**src/rtl/piso_serializer.sv**
```systemverilog
// piso_serializer: parallel-in serial-out transmitter.
// Accepts a WIDTH-bit word over valid/ready and sends it LSB first, one bit
// per clock, with frame_out qualifying each bit and done_out on the last bit.
// GAP_CYCLES idle cycles (frame low) are enforced between frames.
module piso_serializer #(
  parameter int WIDTH      = 4,
  parameter int GAP_CYCLES = 1
) (
  input  logic             clk,
  input  logic             rst,
  input  logic [WIDTH-1:0] data_in,
  input  logic             valid_in,
  output logic             ready_out,
  output logic             ser_out,
  output logic             frame_out,
  output logic             done_out
);

  localparam int CW = (WIDTH > 1) ? $clog2(WIDTH) : 1;
  localparam logic [CW-1:0] LAST_BIT = CW'(WIDTH - 1);
  // Only meaningful when GAP_CYCLES > 0; the GAP state is unreachable otherwise.
  localparam logic [3:0]    GAP_LAST = 4'(GAP_CYCLES - 1);

  typedef enum logic [1:0] {
    S_IDLE  = 2'd0,
    S_SHIFT = 2'd1,
    S_GAP   = 2'd2
  } state_t;

  state_t           state_r;
  state_t           state_s;
  logic [CW-1:0]    cnt_r;
  logic [CW-1:0]    cnt_s;
  logic [3:0]       gap_r;
  logic [3:0]       gap_s;
  logic [WIDTH-1:0] word_r;
  logic [WIDTH-1:0] word_s;
  logic             accept_s;
  logic             ready_s;
  logic             frame_s;
  logic             ser_s;
  logic             done_s;

  // Next-state, counter and captured-word logic.
  always_comb begin
    state_s  = state_r;
    cnt_s    = cnt_r;
    gap_s    = gap_r;
    word_s   = word_r;
    // ready_out is the registered view of the IDLE state, so it gates acceptance.
    accept_s = valid_in & ready_out;
    case (state_r)
      S_IDLE: begin
        if (accept_s) begin
          state_s = S_SHIFT;
          cnt_s   = {CW{1'b0}};
          word_s  = data_in;
        end else begin
          state_s = S_IDLE;
        end
      end
      S_SHIFT: begin
        if (cnt_r == LAST_BIT) begin
          cnt_s = {CW{1'b0}};
          gap_s = 4'd0;
          if (GAP_CYCLES > 0) begin
            state_s = S_GAP;
          end else begin
            state_s = S_IDLE;
          end
        end else begin
          cnt_s = cnt_r + CW'(1'b1);
        end
      end
      S_GAP: begin
        if (gap_r == GAP_LAST) begin
          gap_s   = 4'd0;
          state_s = S_IDLE;
        end else begin
          gap_s = gap_r + 4'd1;
        end
      end
      default: begin
        state_s = S_IDLE;
        cnt_s   = {CW{1'b0}};
        gap_s   = 4'd0;
      end
    endcase
  end

  // Output values for the coming cycle, derived from the next state so that
  // the registered outputs line up with the state they describe.
  always_comb begin
    ready_s = (state_s == S_IDLE);
    frame_s = (state_s == S_SHIFT);
    if (frame_s) begin
      ser_s  = word_s[cnt_s];
      done_s = (cnt_s == LAST_BIT);
    end else begin
      ser_s  = 1'b0;
      done_s = 1'b0;
    end
  end

  // State, counters, word and registered outputs; reset aborts any frame.
  always_ff @(posedge clk) begin
    if (rst) begin
      state_r   <= S_IDLE;
      cnt_r     <= {CW{1'b0}};
      gap_r     <= 4'd0;
      word_r    <= {WIDTH{1'b0}};
      ready_out <= 1'b0;
      frame_out <= 1'b0;
      ser_out   <= 1'b0;
      done_out  <= 1'b0;
    end else begin
      state_r   <= state_s;
      cnt_r     <= cnt_s;
      gap_r     <= gap_s;
      word_r    <= word_s;
      ready_out <= ready_s;
      frame_out <= frame_s;
      ser_out   <= ser_s;
      done_out  <= done_s;
    end
  end

endmodule

```
**config.mk**
```make
export PLATFORM = sky130hd
export DESIGN_NAME = piso_serializer
export DESIGN_NICKNAME = d
export VERILOG_FILES = /design/src/rtl/piso_serializer.sv
export SDC_FILE = /design/constraint.sdc
export NUM_CORES = 1
export LEC_CHECK = 0
export ABC_AREA = 1
export CAP_MARGIN = 20
export CORE_UTILIZATION = 55
export CTS_CLUSTER_DIAMETER = 200
export DETAILED_ROUTE_END_ITERATION = 16
export PLACE_DENSITY = 0.8
export RECOVER_POWER = 25
export SLEW_MARGIN = 15
export SYNTH_ARGS = -nofsm -noshare
export SYNTH_HDL_FRONTEND = slang
export SYNTH_SLANG_ARGS = --single-unit
```
**constraint.sdc**
```tcl
create_clock -name clk -period 1.8 [get_ports clk]
set_input_delay 0.36 -clock clk [delete_from_list [all_inputs] [get_ports clk]]
set_output_delay 0.36 -clock clk [all_outputs]
set_load 0.05 [all_outputs]
```
Word level (Yosys, flattened, before mapping) --
Cells that the tools add are included.
Word-level totals: input bits 7, output and inout bits 4, logic and storage cells 39, register bits 16
Cells by class: bitwise logic cells 3, add/sub/neg operators 2, equality and inequality tests 6, order comparisons 1, reductions and logical operators 5, muxes and demuxes 14
Operators by type and width (number):
- two-way mux 4 bit | 4
- one-hot mux 2 bit (3 select lines) | 2
- one-hot mux 4 bit (3 select lines) | 1
- two-way mux 2 bit | 4
- equality test 2 bit, second input constant | 3
- adder 4 x 1 -> 4 bit, second input constant | 1
- equality test 2 x 1 -> 1 bit, second input constant | 2
- zero test 2 bit | 2
- zero test 4 bit | 1
- < comparator 2 x 3 -> 1 bit, second input constant | 1
- adder 2 x 1 -> 2 bit, second input constant | 1
- binary-select mux 1 bit (select 2 bit) | 1
- two-way mux 1 bit | 2
- != test 2 bit, second input constant | 1
- inverter 1 bit | 2
- AND reduction 2 bit | 1
- OR reduction 2 bit | 1
- bitwise AND 1 bit | 1

Longest topological paths before layout --
depth after elaboration 6, depth in mapped cells 8, mapped depth without buffers 8

Worst setup path after synthesis --
OpenSTA, ideal clock, no wires.
path kind flip-flop to flip-flop, start point register ready_out, end point register ser_out, cell stages (with the launch flop) 8, setup time 0.113 ns, arrival 1.356 ns, period minus slack after synthesis 1.470 ns, slack 0.330 ns, data required time 1.687 ns, buffers on the path 0, path through dfxtp_1 -> nand2_1 -> inv_1 -> nand2_4 -> o21ai_1 -> nand2_1 -> nand3_2 -> a21oi_2
On the way: word-level cells in the longest chain between the ends 6
RTL lines:
- start, declared | RTL line 13 | output logic ready_out,
- start signal, assigned | RTL line 121 | ready_out <= ready_s;
- bitwise AND 1 bit * | RTL line 51 | accept_s = valid_in & ready_out;
- two-way mux 1 bit | RTL line 54 | if (accept_s) begin
- one-hot mux 2 bit (3 select lines) | RTL line 52 | case (state_r)
- equality test 2 x 1 -> 1 bit | RTL line 95 | frame_s = (state_s == S_SHIFT);
- inverter 1 bit (no source line)
- OR reduction 2 bit (no source line)
- end signal, assigned | RTL line 123 | ser_out <= ser_s;
- end, declared | RTL line 14 | output logic ser_out,
Every way passes the cells marked *; elsewhere a longest branch is shown, timed or not. The select of a mux whose other input is x is not followed. A chain may end at the register's enable or synchronous reset.

Worst setup path in the final report --
start point register done_out, end point output port done_out
RTL lines:
- start, declared | RTL line 16 | output logic done_out
- start signal, assigned | RTL line 124 | done_out <= done_s;
No word-level cell between the ends.

==> results_tabular.tex <==
\begin{tabular}{lr}
\hline
Metric & Value \\
\hline
\multicolumn{2}{l}{\textbf{Timing}} \\
\quad Final sum of negative setup slack & 0 ps \\
\quad Min Hold Slack & 484 ps \\
\quad Min Tclk post-route & 1450 ps \\
\quad Worst Skew & 13.7 ps \\
\quad Slew margin rel. & 0.601 \\
\quad Setup repair after global routing missed its margin & false \\
\quad Achievable Freq & 689 MHz \\
\quad Final max-slew violation count & 0 \\
\quad Slew at the pin closest to its max-slew limit & 602 ps \\
\quad Share of the cycle needed by the critical path after routing & 0.807 \\
\quad Endpoints failing hold & 0 \\
\quad Finish-stage setup viols & 0 \\
\multicolumn{2}{l}{\textbf{Worst setup path}} \\
\quad CP arrival & 1090 ps \\
\quad Logic depth of the worst register-to-register path & 6 \\
\quad Critical path's top delay family & buffers and inverters \\
\quad Critical path class & reg -> out \\
\quad Sequence of cells on the critical path & clkbuf\_1 \\
\quad Start of the worst register-to-register path & cnt\_r[0]\$\_SDFF\_PP0\_ \\
\quad Stages on worst setup path & 1 \\
\quad Cell type of the slowest stage on the worst timing path & sky130\_fd\_sc\_hd\_\_clkbuf\_1 \\
\quad Critical path launch point & done\_out\$\_SDFF\_PP0\_ \\
\quad Required arrival time at the worst endpoint & 1440 ps \\
\quad Kind of end point of the critical path & output port \\
\quad Startpoint type of the worst setup path & register \\
\quad Crit-path max FO & 1 \\
\quad Peak per-stage delay on the critical path & 470 ps \\
\quad CP Buf/Inv Count & 1 \\
\multicolumn{2}{l}{\textbf{Detailed routing}} \\
\quad Total via count in the routed design & 662 \\
\quad \# DRC & 0 \\
\quad Routed WL per cell & 10.8 um \\
\quad Number of nets with antenna violations after detailed routing & 0 \\
\quad DRT iter0 DRCs & 10 \\
\quad Per-cell via count in the routed design & 4.94 \\
\quad DR pass1 iterations & 4 \\
\quad Post-Route WL & 1.45 mm \\
\multicolumn{2}{l}{\textbf{Global routing}} \\
\quad Via count of the first global-routing pass & 562 \\
\quad Antenna violations before repair & 0 \\
\quad Global route overflow & 0 \\
\quad Wire length of the first global-routing pass & 2.33 mm \\
\quad Maximum number of pins on one net before global-route repair & 10 \\
\quad Total track usage & 0.228 \\
\multicolumn{2}{l}{\textbf{Die}} \\
\quad Standard cell core area & 1320 um\^{}2 \\
\quad Die area & 1570 um\^{}2 \\
\quad Initial Util & 0.592 \\
\quad I/O pin count & 11 \\
\quad Standard-cell rows & 13 \\
\quad Die boundary height & 39.6 um \\
\quad Die width & 39.6 um \\
\multicolumn{2}{l}{\textbf{Power and ir drop}} \\
\quad Pwr per Cell Area & 825 nW/um\^{}2 \\
\quad Peak supply drop & 0.626 mV \\
\quad Static leakage & 0.451 nW \\
\multicolumn{2}{l}{\textbf{Placement}} \\
\quad Placement-stage cell area & 895 um\^{}2 \\
\quad I/O Buffers & 10 \\
\quad Post-placement cell count & 130 \\
\quad Final weighted congestion in routability-driven placement & 0.745 \\
\quad HPWL reported at the end of detailed placement & 1.13 mm \\
\multicolumn{2}{l}{\textbf{Synth}} \\
\quad Synthesized cell area & 779 um\^{}2 \\
\quad Number of nets in the synthesized netlist & 115 \\
\quad Synth Instances & 105 \\
\quad Unique cell type count in the Yosys netlist & 20 \\
\quad Flops \& latches, synth & 16 \\
\quad Fraction of the yosys area taken by sequential cells & 0.411 \\
\quad Count of yosys warnings during synthesis & 0 \\
\quad Post-synthesis area per instance & 7.42 um\^{}2 \\
\multicolumn{2}{l}{\textbf{Clock network}} \\
\quad \# H-tree levels & 1 \\
\quad Clock transition at the registers of the reported paths & 100 ps \\
\quad CTS Hold Buffers Added & 0 \\
\quad Clk sinks & 16 \\
\quad Total clock buffers created by CTS & 3 \\
\quad Insertion delay of the later-clocked pin in the worst-skew pair & 300 ps \\
\quad Post CTS Setup Buffer Count & 0 \\
\quad Maximum buffer depth of the clock tree & 2 \\
\quad Clk root buf & sky130\_fd\_sc\_hd\_\_clkbuf\_4 \\
\quad TritonCTS clock tree & yes \\
\multicolumn{2}{l}{\textbf{Final layout}} \\
\quad Seq. cell area & 320 um\^{}2 \\
\quad Fraction of layout cells with a size suffix above 1 & 0.168 \\
\quad Fillers & 123 \\
\quad Multi-input gate area & 384 um\^{}2 \\
\quad Final Instance Area & 915 um\^{}2 \\
\quad Number of nets in the layout & 130 \\
\quad Layout-stage area growth over the synthesis result & 17.3\% \\
\quad N\_diodes & 0 \\
\quad Final std cells w/o fill & 134 \\
\multicolumn{2}{l}{\textbf{Job}} \\
\quad Max capacitance violation total & 0 \\
\multicolumn{2}{l}{\textbf{Worst hold path}} \\
\quad Worst min-delay path class & reg -> reg \\
\quad Worst hold path cell count & 2 \\
\quad Launch point of the worst hold path & gap\_r[3]\$\_SDFFE\_PP0P\_ \\
\multicolumn{2}{l}{\textbf{Outcome}} \\
\quad Result of the run & complete, no violations \\
\hline
\end{tabular}
[report_power, final]
group	total [mW]	switching (mW)	leakage (nW)	internal (mW)
registers	0.379	0.00851	0.130	0.370
clock network	0.241	0.117	0.0210	0.123
logic	0.135	0.0871	0.299	0.0480
[placed cells by master (no fill, tap or decap), types with 3 or more instances in the layout]
cell type,synthesis,layout
sky130_fd_sc_hd__clkdlybuf4s50_1,0,6
sky130_fd_sc_hd__nand2_2,5,4
sky130_fd_sc_hd__nor2_1,10,10
sky130_fd_sc_hd__a21oi_1,4,5
sky130_fd_sc_hd__nor2_2,3,3
sky130_fd_sc_hd__inv_1,14,14
sky130_fd_sc_hd__ha_1,3,3
sky130_fd_sc_hd__dfxtp_1,16,16
sky130_fd_sc_hd__o21ai_1,3,3
sky130_fd_sc_hd__clkbuf_4,0,3
sky130_fd_sc_hd__nand2_1,24,25
sky130_fd_sc_hd__nand3_1,8,9
[layer usage]
metal	global-route usage	wire [um]	vias up
met3	0.102	66	2
met4	0.0776	19	0
li1	-	-	356
met5	0	0	-
met2	0.348	662	12
met1	0.279	697	292
[state kept, by name, indices dropped and copies added (netlist names)]
register	flops
done_out	1
state_r	2
ready_out	1
cnt_r	2
frame_out	1
ser_out	1
gap_r	4
word_r	4
[layout make-up]
| cell class | instances | area share |
|---|---|---|
| Inverter | 16 | 0.0657 |
| Timing Repair Buffer | 11 | 0.104 |
| Multi-Input combinational cell | 72 | 0.420 |
| Tap cell | 15 | 0.0205 |
| Sequential cell | 16 | 0.350 |
| Clock buffer | 4 | 0.0397 |
[cells by family (layout without fill, tap and decap cells)]
| kind of cell | count (synthesis) | after routing | synth area share |
|---|---|---|---|
| simple gates | 58 | 58 | 0.372 |
| compound gates | 10 | 10 | 0.0754 |
| flops | 16 | 16 | 0.411 |
| buf+inv | 17 | 31 | 0.0819 |
| xor+xnor | 1 | 1 | 0.0112 |
| fa+ha+maj | 3 | 3 | 0.0482 |
[stage by stage]
stage	worst slack [ps]	util	power [mW]
5_1_grt	302	0.694	0.791
2_1_floorplan	330	-	0.485
3_5_place_dp	129	0.679	0.526
6_report	348	0.694	0.755
4_1_cts	21.8	0.707	0.766
3_3_place_gp	195	0.679	0.523
[synthesized netlist by cell type (all sizes together)]
cell type   n  area, um^2
ha          3        37.5
clkbuf      1        3.75
dfxtp      16         320
nor3        1        5.00
nand3      11        70.1
nor2       14        67.6
nand3b      2        15.0
xor2        1        8.76
nand2      30         133
o21ai       3        15.0
a21oi       6        37.5
a31oi       1        6.26
inv        16        60.1
[final timing paths]
kind	end	slack [ps]
setup / recovery	done_out	350
hold / removal	gap_r[3]$_SDFFE_PP0P_	480
setup reg to reg	done_out$_SDFF_PP0_	460
hold reg to reg	gap_r[3]$_SDFFE_PP0P_	480
[repair_timing]
item | CTS | global route
gates resized for setup | 0 | 1
setup endpoints to repair | 0 | 1
hold endpoints to repair | 0 | 0
Power figures use the tool's default switching activity.
